[src/rtl/sipo_pkg.sv]
// Shared types and sizing helpers for the serial-to-parallel deserializer.
package sipo_pkg;

    localparam int unsigned DefaultWidth = 8;

    typedef enum logic {
        StIdle,
        StShift
    } state_e;

    // Width of the bit counter for a given word width.
    function automatic int unsigned cnt_w(input int unsigned width);
        return (width > 1) ? $clog2(width) : 1;
    endfunction

endpackage

[src/rtl/sipo_deser_if.sv]
// Serial input / parallel output bundle of the deserializer.
interface sipo_deser_if
    import sipo_pkg::*;
#(
    parameter int unsigned WIDTH = DefaultWidth
);
    localparam int unsigned CntW = cnt_w(WIDTH);

    logic             ser_in;
    logic             ser_valid;
    logic             sof;
    logic [WIDTH-1:0] par_data;
    logic             par_valid;
    logic             par_ready;
    logic [CntW-1:0]  bit_cnt;
    logic             overflow;
    logic             clr_ovf;

    // Upstream source / downstream consumer side.
    modport master (
        output ser_in, ser_valid, sof, par_ready, clr_ovf,
        input  par_data, par_valid, bit_cnt, overflow
    );

    // Deserializer side.
    modport slave (
        input  ser_in, ser_valid, sof, par_ready, clr_ovf,
        output par_data, par_valid, bit_cnt, overflow
    );

endinterface

[src/rtl/sipo_deser_hold_reg.sv]
// One-entry valid/ready holding register with a sticky overflow flag.
module hold_reg #(
    parameter int unsigned WIDTH = 8
) (
    input  logic             clk,
    input  logic             rst_n,
    input  logic             load_i,
    input  logic [WIDTH-1:0] data_i,
    input  logic             ready_i,
    input  logic             clr_ovf_i,
    output logic [WIDTH-1:0] data_o,
    output logic             valid_o,
    output logic             overflow_o
);

    logic [WIDTH-1:0] data_q, data_d;
    logic             valid_q, valid_d;
    logic             ovf_q, ovf_d;
    logic             drain;
    logic             drop;

    // Next state: a drain in the same cycle frees the slot for an incoming word.
    always_comb begin
        drain   = valid_q & ready_i;
        drop    = load_i & valid_q & ~drain;
        data_d  = data_q;
        valid_d = valid_q;
        if (load_i && !drop) begin
            data_d  = data_i;
            valid_d = 1'b1;
        end else if (drain) begin
            valid_d = 1'b0;
        end
        // A drop in the same cycle as a clear keeps the flag set.
        ovf_d = ovf_q;
        if (drop) begin
            ovf_d = 1'b1;
        end else if (clr_ovf_i) begin
            ovf_d = 1'b0;
        end
    end

    // State register with synchronous active-low reset.
    always_ff @(posedge clk) begin
        if (!rst_n) begin
            data_q  <= '0;
            valid_q <= 1'b0;
            ovf_q   <= 1'b0;
        end else begin
            data_q  <= data_d;
            valid_q <= valid_d;
            ovf_q   <= ovf_d;
        end
    end

    assign data_o     = data_q;
    assign valid_o    = valid_q;
    assign overflow_o = ovf_q;

endmodule

[src/rtl/sipo_deser.sv]
// Serial-to-parallel deserializer: collects WIDTH valid bits into a word and
// hands it to a one-entry holding register; sof realigns the word boundary.
module sipo_deser
    import sipo_pkg::*;
#(
    parameter int unsigned WIDTH     = DefaultWidth,
    parameter bit          MSB_FIRST = 1'b1
) (
    input logic         clk,
    input logic         rst_n,
    sipo_deser_if.slave bus
);

    localparam int unsigned CntW = cnt_w(WIDTH);

    state_e           state_q, state_d;
    logic [WIDTH-1:0] shreg_q, shreg_d;
    logic [CntW-1:0]  cnt_q, cnt_d;
    logic [WIDTH-1:0] shift_next;
    logic [WIDTH-1:0] first_bit_word;
    logic             word_done;

    // FSM state register.
    always_ff @(posedge clk) begin
        if (!rst_n) begin
            state_q <= StIdle;
        end else begin
            state_q <= state_d;
        end
    end

    // FSM next state: IDLE while no bits are collected, SHIFT otherwise.
    always_comb begin
        state_d = state_q;
        unique case (state_q)
            StIdle: begin
                if (bus.ser_valid) begin
                    state_d = StShift;
                end
            end
            StShift: begin
                if (bus.sof && !bus.ser_valid) begin
                    state_d = StIdle;
                end else if (word_done) begin
                    state_d = StIdle;
                end
            end
        endcase
    end

    // FSM outputs: shifted word, completion strobe and bit count.
    always_comb begin
        shift_next     = MSB_FIRST ? {shreg_q[WIDTH-2:0], bus.ser_in}
                                   : {bus.ser_in, shreg_q[WIDTH-1:1]};
        first_bit_word = MSB_FIRST ? {{(WIDTH-1){1'b0}}, bus.ser_in}
                                   : {bus.ser_in, {(WIDTH-1){1'b0}}};
        // sof with a valid bit starts a new word, so it never completes one.
        word_done      = bus.ser_valid & ~bus.sof & (cnt_q == CntW'(WIDTH - 1));
        bus.bit_cnt    = cnt_q;
    end

    // Shift register and bit counter next state.
    always_comb begin
        shreg_d = shreg_q;
        cnt_d   = cnt_q;
        if (bus.sof) begin
            if (bus.ser_valid) begin
                shreg_d = first_bit_word;
                cnt_d   = CntW'(1);
            end else begin
                shreg_d = '0;
                cnt_d   = '0;
            end
        end else if (bus.ser_valid) begin
            shreg_d = shift_next;
            cnt_d   = word_done ? '0 : cnt_q + CntW'(1);
        end
    end

    // Shift register and bit counter state.
    always_ff @(posedge clk) begin
        if (!rst_n) begin
            shreg_q <= '0;
            cnt_q   <= '0;
        end else begin
            shreg_q <= shreg_d;
            cnt_q   <= cnt_d;
        end
    end

    hold_reg #(
        .WIDTH (WIDTH)
    ) u_hold_reg (
        .clk        (clk),
        .rst_n      (rst_n),
        .load_i     (word_done),
        .data_i     (shift_next),
        .ready_i    (bus.par_ready),
        .clr_ovf_i  (bus.clr_ovf),
        .data_o     (bus.par_data),
        .valid_o    (bus.par_valid),
        .overflow_o (bus.overflow)
    );

endmodule

[src/flat_wrapper.sv]
// flat-port wrapper written by rule: the top's interface ports become plain ports
module sipo_deser_flat import sipo_pkg::*;
#(
    parameter int unsigned WIDTH     = DefaultWidth,
    parameter bit          MSB_FIRST = 1'b1
)
  (clk, rst_n, bus_ser_in, bus_ser_valid, bus_sof, bus_par_ready, bus_clr_ovf, bus_par_data, bus_par_valid, bus_bit_cnt, bus_overflow);
  sipo_deser_if #(.WIDTH(WIDTH)) bus_i ();
  input logic clk;
  input logic rst_n;
  input wire logic [$bits(bus_i.ser_in)-1:0] bus_ser_in;
  input wire logic [$bits(bus_i.ser_valid)-1:0] bus_ser_valid;
  input wire logic [$bits(bus_i.sof)-1:0] bus_sof;
  input wire logic [$bits(bus_i.par_ready)-1:0] bus_par_ready;
  input wire logic [$bits(bus_i.clr_ovf)-1:0] bus_clr_ovf;
  output wire logic [$bits(bus_i.par_data)-1:0] bus_par_data;
  output wire logic [$bits(bus_i.par_valid)-1:0] bus_par_valid;
  output wire logic [$bits(bus_i.bit_cnt)-1:0] bus_bit_cnt;
  output wire logic [$bits(bus_i.overflow)-1:0] bus_overflow;
  assign bus_i.ser_in = bus_ser_in;
  assign bus_i.ser_valid = bus_ser_valid;
  assign bus_i.sof = bus_sof;
  assign bus_i.par_ready = bus_par_ready;
  assign bus_i.clr_ovf = bus_clr_ovf;
  assign bus_par_data = bus_i.par_data;
  assign bus_par_valid = bus_i.par_valid;
  assign bus_bit_cnt = bus_i.bit_cnt;
  assign bus_overflow = bus_i.overflow;
  sipo_deser #(.WIDTH(WIDTH), .MSB_FIRST(MSB_FIRST)) u_core (.clk(clk), .rst_n(rst_n), .bus(bus_i));
endmodule
[config.mk]
export PLATFORM = sky130hd
export DESIGN_NAME = sipo_deser_flat
export DESIGN_NICKNAME = d
export VERILOG_FILES = /design/src/rtl/sipo_pkg.sv /design/src/rtl/sipo_deser_if.sv /design/src/rtl/sipo_deser_hold_reg.sv /design/src/rtl/sipo_deser.sv /design/src/flat_wrapper.sv
export SDC_FILE = /design/constraint.sdc
export NUM_CORES = 1
export LEC_CHECK = 0
export CAP_MARGIN = 40
export CELL_PAD_IN_SITES_DETAIL_PLACEMENT = 1
export CELL_PAD_IN_SITES_GLOBAL_PLACEMENT = 1
export CORE_MARGIN = 5
export CORE_UTILIZATION = 41
export CTS_BUF_LIST = sky130_fd_sc_hd__clkbuf_8
export DETAILED_ROUTE_END_ITERATION = 16
export PLACE_DENSITY_LB_ADDON = 0.15
export RECOVER_POWER = 25
export SYNTH_ARGS = -nofsm -noshare
export SYNTH_HDL_FRONTEND = slang
export SYNTH_SLANG_ARGS = --single-unit
[constraint.sdc]
create_clock -name clk -period 4 [get_ports clk]
set_clock_uncertainty 0.15 [all_clocks]
set_input_delay 0.8 -clock clk [delete_from_list [all_inputs] [get_ports clk]]
set_output_delay 0.8 -clock clk [all_outputs]
set_load 0.005 [all_outputs]
==> results of run 1 <==
[cells by family after synthesis]
| family | Yosys count | share of synthesized area (%) |
|---|---|---|
| AND/OR/NAND/NOR | 37 | 22.8 |
| buffers and inverters | 6 | 5.47 |
| multiplexers | 14 | 16.6 |
| adder cells (fa/ha/maj) | 2 | 2.96 |
| AO/OA/AOI/OAI | 7 | 4.88 |
| flip-flops | 20 | 47.3 |
[layout by cell type, fill, tap and decap left out]
master	Yosys	layout
nor3b_1	1	1
and2b_2	2	2
nand3b_4	1	1
nor2b_4	1	1
nor2_1	10	10
clkdlybuf4s50_1	0	11
a21boi_0	2	2
dlygate4sd3_1	0	8
and2b_1	1	1
a21oi_1	3	3
and2_1	1	1
inv_1	1	1
nand2_1	17	17
mux2i_1	14	14
o21ai_0	1	1
nand2b_1	2	2
dfxtp_1	20	20
nor2b_1	1	1
clkbuf_8	0	4
o22ai_1	1	1
ha_1	2	2
[critical path, cell delays in order]
cell and delay (ns):
clkdlybuf4s50_1 0.86, nand3b_4 0.17, nor2b_4 0.31, mux2i_1 0.24
[per-layer routing]
layer	wire, um	vias to the layer above
li1	-	317
met1	860	281
met5	0	-
met3	44	2
met4	14	0
met2	809	11
[stage by stage]
step / instance area, um^2 / cells / total power, W / hold WS, ns / setup slack [ns]
2_1_floorplan: 846 / 86 / 0.000219 / 0.287 / 2.42
3_3_place_gp: 1030 / 127 / 0.000228 / 0.294 / 1.39
3_5_place_dp: 1030 / 127 / 0.000229 / 0.296 / 1.33
4_1_cts: 1080 / 131 / 0.000383 / 0.311 / 1.60
5_1_grt: 1080 / 131 / 0.000395 / 0.342 / 1.48
6_report: 1080 / 131 / 0.000377 / 0.309 / 1.64
[worst paths after layout]
kind	start	to	slack [ns]	cells past startpoint
max	bus_ser_valid	u_core.u_hold_reg.data_o[7]	1.64	4
min	u_core.u_hold_reg.data_o[0]	u_core.u_hold_reg.data_o[0]	0.31	2
max reg2reg	u_core.bus.bit_cnt[0]	u_core.u_hold_reg.data_o[7]	2.30	5
min reg2reg	u_core.u_hold_reg.data_o[0]	u_core.u_hold_reg.data_o[0]	0.31	2
[layout make-up]
class	instances	area, um^2	area share, %
inverter	1	3.75	0.347
clock buffer	4	55.1	5.09
timing repair buffer	19	190	17.6
multi-input combinational	60	399	36.9
tap	27	33.8	3.12
sequential	20	400	37.0
[state kept, by name (all words and copies together) (netlist names)]
name,flops
u_core.u_hold_reg.data_o,8
u_core.u_hold_reg.valid_o,1
u_core.shreg_q,7
u_core.bus.bit_cnt,3
u_core.u_hold_reg.overflow_o,1
[power breakdown]
group / internal (W) / leakage, nW / switching (W)
sequential: 0.000201 / 0.162 / 0.00000145
clock: 0.0000875 / 0.0288 / 0.0000648
combinational: 0.0000117 / 0.254 / 0.0000105
total: 0.000300 / 0.444 / 0.0000768
==> flow_summary.toml, run 1 <==
[yosys]
synthCells = 86
synth_seq_cells = 20
synth_top_area_cell = "dfxtp_1"
synth_cell_types = 21
synth_ff_type = "dfxtp_1"
yosys-top-cells-count = "dfxtp_1 (20), nand2_1 (17), mux2i_1 (14)"
netlist_area_um2 = 846
synth_fp_nets = 95
yosysTopAreaCellShare_pct = 47.3
synth-seq-area-share_pct = 47.3
synthTopCellsByArea = "dfxtp_1 (47%), mux2i_1 (17%), nand2_1 (7.5%)"
syn_avg_cell_area_um2 = 9.84
ys_async_sr_fraction_pct = 0
synth_most_common_cell = "dfxtp_1"
synth_edf_count = 0
ys_warn_count = 0

[floorplanning]
core_area_um2 = 1960
io_pins = 20
die_area_um2 = 3070
die_h_um = 55.4
rows = 16
initial_core_util_pct = 43.1
die_w_um = 55.4

[setup_path]
arrival_ns = 2.39
crit_required_ns = 4.03
cp-start-kind = "primary input"
worstSetupPathType = "primary input to flip-flop"
critPathMaxFanout = 14
cp-end-kind = "flip-flop"

[flow_run]
drv_cap = 0

[clock_network]
cts_buffers = 3
cts_root_buf = "clkbuf_8"
post-cts-setup-buffers = 0
cts_tree = "built"
cts_sinks = 20
hold_buffers = 0
clock_latency_ns = 0.25
cts_resized = 0
max-clock-path-buffers = 2
htree_levels = 1
path_clk_slew_ns = 0.07

[sta]
rsz0062_at_grt = "no"
min_period_ns = 2.36
clock.fmax_mhz = 424
finalSetupTns_ns = 0
worstMarginPinSlew_ns = 0.674
relSlewSlack_pct = 54.9
setup_viol = 0
hold_viol = 0
fin_crit_sh_pct = 59.0
slew_viol_final = 0

[grt]
grt_start_max_net_pins = 22
grt.overflow.total = 0
grt_pass1_vias = 660
grt_usage_pct = 12.1
grt.busiest_layer = "met2"
grt_pass1_wl_um = 3050
antenna_found_initial = 0
use_met1_pct = 15.8
grtUsageMet3_pct = 2.56
met2_usage_pct = 19.9

[placed_design]
portBuffers = 19
gp_congestion = 0.734
place_hpwl_um = 1320

[layout]
antenna_cells = 0
fillers = 240
drive_above_1_share_pct = 7.69
nNetsFinal = 114
synthToLayoutAreaGrowth_pct = 28.0
final_util_pct = 55.2

[status]
outcome = "complete, no violations"

[route]
route.vias.total = 611
drtAntennaViolNets = 0
drcViolationCount = 0
routed_wirelength_um = 1730
wl_per_cell_um = 13.2
drt_pre_antenna_iters = 2
drtIter0Drc = 4
avgViaCountPerCell = 4.66

[min_path]
min_path_type = "flip-flop to flip-flop"

[pwr]
power_leakage_nw = 0.444
p_per_area_nw_per_um2 = 348
irDropWorstVdd_mv = 0.228
No activity file was read; power rests on OpenSTA's default activity.
==> run 2, diff against run 1 <==
CORE_UTILIZATION = 38   (was 41)
clock period = 2.3 ns   (was 4 ns; I/O delays follow)
==> run 2 against run 1 <==
  * Setup slack got worse by 1.1 ns
  * Clock power grew 130%
  * First-iteration DRC count fell by 75%
  * Sequential share of layout area decreased by 0.67 points
  * Cell count is 2.3% higher
  * Routed wire length shrank 2.8%
  * Critical path type is now flip-flop to primary output
  * Sequential power grew 74%
  * Via count increased by 3.6%
  * Power up 96%
==> flow_summary.toml, run 2 (synthesis results as in run 1) <==
[status]
outcome = "complete, no violations"

[setup_path]
slowest_stage = "clkdlybuf4s50_1"
cp-start-kind = "flip-flop"
r2r_setup_slack_ns = 0.60
cp-end-kind = "primary output"
worst-path-buf-inv = 1
critPathMaxFanout = 4
cp.depth = 1
arrival_ns = 1.17
crit_required_ns = 1.69
critPathTopFamily = "buffers and inverters"
critical_path.endpoint = "bus_bit_cnt[0]"
r2r-start = "u_core.bus.bit_cnt[0]"
cp_cell_sequence = "clkdlybuf4s50_1"
r2r-end = "u_core.u_hold_reg.data_o[3]"
critPathLaunch = "u_core.bus.bit_cnt[0]"
max_stage_delay_ns = 0.52
worstSetupPathType = "flip-flop to primary output"
rr_worst_depth = 5

[min_path]
min_path_type = "flip-flop to flip-flop"
min-delay-start = "u_core.u_hold_reg.data_o[0]"

[sta]
hold_viol = 0
setup_viol = 0
rsz0062_at_grt = "no"
clock.fmax_mhz = 562
min_period_ns = 1.78
slew_viol_final = 0
fin_ws_ns = 0.520
finalSetupTns_ns = 0
relSlewSlack_pct = 74.8
fin_crit_sh_pct = 77.4
whs_ns = 0.310
worstMarginPinSlew_ns = 0.377

[layout]
layout_commonest_cell = "dfxtp_1"
synthToLayoutAreaGrowth_pct = 30.3
nNetsFinal = 116
drive_above_1_share_pct = 8.49
largest_register_ff_count = 8
fin_area_um2 = 1100
final_cell_mix = "dfxtp_1 (20), clkdlybuf4s50_1 (18), nand2_1 (17)"
antenna_cells = 0
final_util_pct = 50.8

[route]
routed_wirelength_um = 1680
drcViolationCount = 0
drtAntennaViolNets = 0
drtIter0Drc = 1
avgViaCountPerCell = 4.72
wl_per_cell_um = 12.5
route.vias.total = 633
drt_pre_antenna_iters = 2

[floorplanning]
initial_core_util_pct = 39.0
die_w_um = 57.2
die_h_um = 57.2
rows = 17
die_area_um2 = 3270
core_area_um2 = 2170
io_pins = 20

[grt]
grt_pass1_wl_um = 2970
grt_pass1_vias = 667
grt.overflow.total = 0
grt_start_max_net_pins = 13
antenna_found_initial = 0
grt_usage_pct = 11.6

[placed_design]
portBuffers = 19
place_worst_setup_slack_ns = 0.346
gp_congestion = 0.707
place_area_um2 = 1040
place_hpwl_um = 1330

[clock_network]
post-cts-setup-buffers = 0
hold_buffers = 0
cts_resized = 0
cts_root_buf = "clkbuf_8"
path_clk_slew_ns = 0.07
htree_levels = 1
cts_sinks = 20
max-clock-path-buffers = 2
cts_buffers = 3
cts_tree = "built"
clock_latency_ns = 0.25

[flow_run]
drv_cap = 0

[pwr]
irDropWorstVdd_mv = 0.452
p_per_area_nw_per_um2 = 668
power_leakage_nw = 0.411
run 2: per-stage QoR:
step / cells / total power [W]
floorplan: 86 / 0.000380
finish: 134 / 0.000737
global route: 134 / 0.000768
global placement: 130 / 0.000401
CTS: 134 / 0.000749
detailed placement: 130 / 0.000402
run 2: layout make-up:
cell class | instances | area (um^2)
clock buffer | 3 | 41.3
clock inverter | 1 | 30.0
fill | 264 | 1070
inverter | 1 | 3.75
multi-input combinational | 60 | 387
sequential | 20 | 400
tap | 28 | 35.0
timing repair buffer | 21 | 205
run 2: routing by layer:
metal | wire (um) | track usage [%]
met5 | 0 | 0
met4 | 10 | 5.96
met3 | 60 | 2.71
met2 | 843 | 20.1
met1 | 764 | 13.2
run 2: worst min-delay path by stage:
stage / cells past startpoint / slack (ns) / end
final: 2 / 0.31 / u_core.u_hold_reg.data_o[0]
after global routing: 2 / 0.34 / u_core.u_hold_reg.data_o[7]
after CTS: 2 / 0.31 / u_core.u_hold_reg.data_o[0]
after detailed placement: 2 / 0.30 / u_core.u_hold_reg.data_o[0]
after global placement: 2 / 0.30 / u_core.u_hold_reg.data_o[1]
after floorplan: 2 / 0.29 / u_core.u_hold_reg.data_o[7]
run 2: power breakdown:
part | internal (W) | total [W] | switching, W
clock | 0.000232 | 0.000345 | 0.000113
combinational | 0.0000213 | 0.0000400 | 0.0000186
sequential | 0.000349 | 0.000352 | 0.00000271
==> run 3, diff against run 2 <==
CORE_UTILIZATION = 34   (was 38)
clock period = 1.47 ns   (was 2.3 ns; I/O delays follow)
==> run 3 against run 2 <==
  * Sequential share of layout area decreased by 3.1 points
  * Critical path type unchanged
  * Clock-buffer cell count unchanged
  * Routed wire length increased by 7.9%
  * Final area increased by 10%
  * Non-clock buffer count increased by 8
  * Hold slack improved by 0.0040 ns
  * Via count increased by 4.7%
  * Cell count increased by 7.5%
  * Die area increased by 9.6%
  * Utilization decreased by 0.81 points
  * Largest cell class is now multi-input gates
  * Power increased by 59%
  * Combinational power increased by 100%
==> flow_summary.toml, run 3 (synthesis results as in run 1) <==
[status]
outcome = "complete, no violations"

[clock_network]
max-clock-path-buffers = 2
hold_buffers = 0
htree_levels = 1
clock_latency_ns = 0.26
cts_buffers = 3
cts_tree = "built"
path_clk_slew_ns = 0.08
cts_root_buf = "clkbuf_8"
cts_sinks = 20

[route]
drtAntennaViolNets = 0
drt_pre_antenna_iters = 3
drcViolationCount = 0
avgViaCountPerCell = 4.60
wl_per_cell_um = 12.6
routed_wirelength_um = 1810
route.vias.total = 663
drtIter0Drc = 8

[sta]
setup_viol = 0
worstMarginPinSlew_ns = 0.173
fin_crit_sh_pct = 95.9
slew_viol_final = 0
whs_ns = 0.314
rsz0062_at_grt = "yes"
min_period_ns = 1.41
hold_viol = 0
relSlewSlack_pct = 88.4
fin_ws_ns = 0.0598
clock.fmax_mhz = 709

[setup_path]
worstSetupPathType = "flip-flop to primary output"
critical_path.endpoint = "bus_bit_cnt[1]"
r2r_setup_slack_ns = 0.06
critPathMaxFanout = 2
crit_required_ns = 1.03
critPathTopFamily = "buffers and inverters"
slowest_stage = "dfxtp_2"
r2r-end = "u_core.u_hold_reg.data_o[1]"
cp_cell_sequence = "buf_4 > dlygate4sd2_1"
cp-end-kind = "primary output"
cp.depth = 2
rr_worst_depth = 6
r2r-start = "u_core.bus.bit_cnt[1]"
cp-start-kind = "flip-flop"
worst-path-buf-inv = 2
critPathLaunch = "u_core.bus.bit_cnt[1]"
max_stage_delay_ns = 0.34
arrival_ns = 0.97

[layout]
final_util_pct = 50.0
synthToLayoutAreaGrowth_pct = 43.8
largest_register_ff_count = 8
fillers = 272
antenna_cells = 0
final_cell_mix = "nand2_1 (17), dfxtp_1 (17), mux2i_1 (14)"
nNetsFinal = 124
ff_latch_area_um2 = 404
multi_input_area_um2 = 424
drive_above_1_share_pct = 20.2

[grt]
grt_start_max_net_pins = 21
grt_pass1_vias = 745
grt.overflow.total = 0
grt_usage_pct = 11.7
grt_pass1_wl_um = 3170
antenna_found_initial = 0

[pwr]
power_leakage_nw = 0.533
p_per_area_nw_per_um2 = 964
irDropWorstVdd_mv = 0.749
finalPower_w = 0.00117

[flow_run]
drv_cap = 0

[floorplanning]
die_area_um2 = 3590
rows = 18
initial_core_util_pct = 34.8
io_pins = 20
die_w_um = 59.9
core_area_um2 = 2430
die_h_um = 59.9

[min_path]
min_path_type = "flip-flop to flip-flop"

[placed_design]
portBuffers = 19
gp_congestion = 0.664
place_hpwl_um = 1320
place_worst_setup_slack_ns = -0.181
-- run 3: cell types whose count changed in the layout (fill, tap and decap cells not counted), sizes merged --
cell,change
dlygate4sd2,+12
buf,+8
dlygate4sd3,-1
clkdlybuf4s50,-12
clkdlybuf4s15,+1
-- run 3: routing by layer --
| layer | GRT usage, % | part of all wire, % |
|---|---|---|
| met5 | 0 | 0 |
| met4 | 4.75 | 1.5 |
| met3 | 3.24 | 6.3 |
| met2 | 19.4 | 48 |
| met1 | 14.2 | 44 |
-- run 3: through the flow --
stage          setup TNS (ns)  cell area [um^2]  cells
6_report                    0              1220    144
5_1_grt               -0.0204              1220    144
4_1_cts                     0              1220    144
3_5_place_dp            -2.65              1130    140
3_3_place_gp            -2.33              1130    140
2_1_floorplan               0               846     86
-- run 3: power by group --
part | internal [W] | switching, W | total, W | leakage (nW)
Clock | 0.000363 | 0.000179 | 0.000542 | 0.0357
Combinational | 0.0000461 | 0.0000343 | 0.0000804 | 0.334
Sequential | 0.000546 | 0.00000405 | 0.000550 | 0.163
-- run 3: how the worst min path moves through the flow --
stage                     slack, ns                        start                          end  cells after the start
after floorplan                0.29                   bus_ser_in  u_core.u_hold_reg.data_o[0]                      2
after global placement         0.30  u_core.u_hold_reg.data_o[1]  u_core.u_hold_reg.data_o[1]                      2
after detailed placement       0.30  u_core.u_hold_reg.data_o[6]  u_core.u_hold_reg.data_o[6]                      2
after CTS                      0.32  u_core.u_hold_reg.data_o[3]  u_core.u_hold_reg.data_o[3]                      2
after global routing           0.34  u_core.u_hold_reg.data_o[4]  u_core.u_hold_reg.data_o[4]                      2
final                          0.31  u_core.u_hold_reg.data_o[6]  u_core.u_hold_reg.data_o[6]                      2
-- run 3: what timing repair did --
| item | in CTS | in global routing |
|---|---|---|
| setup endpoints to repair | 21 | 9 |
| resized for setup | 22 | 1 |
| pin swaps | 1 | 2 |
| gates cloned | 0 | 0 |
| buffers inserted | 1 | 0 |
| hold endpoints to repair | 0 | 0 |
-- run 3: cell type report --
| cell class | instances | share of cell area (%) |
|---|---|---|
| inverter | 1 | 0.309 |
| multi-input combinational | 60 | 34.9 |
| clock inverter | 1 | 2.47 |
| sequential | 20 | 33.2 |
| clock buffer | 3 | 3.40 |
| timing repair buffer | 29 | 22.6 |
| tap | 30 | 3.09 |
-- run 3: worst min-delay path, cell delays in order, from the launching register on --
cell,delay [ns]
dfxtp_1,0.31
nand2_1,0.05
mux2i_1,0.06
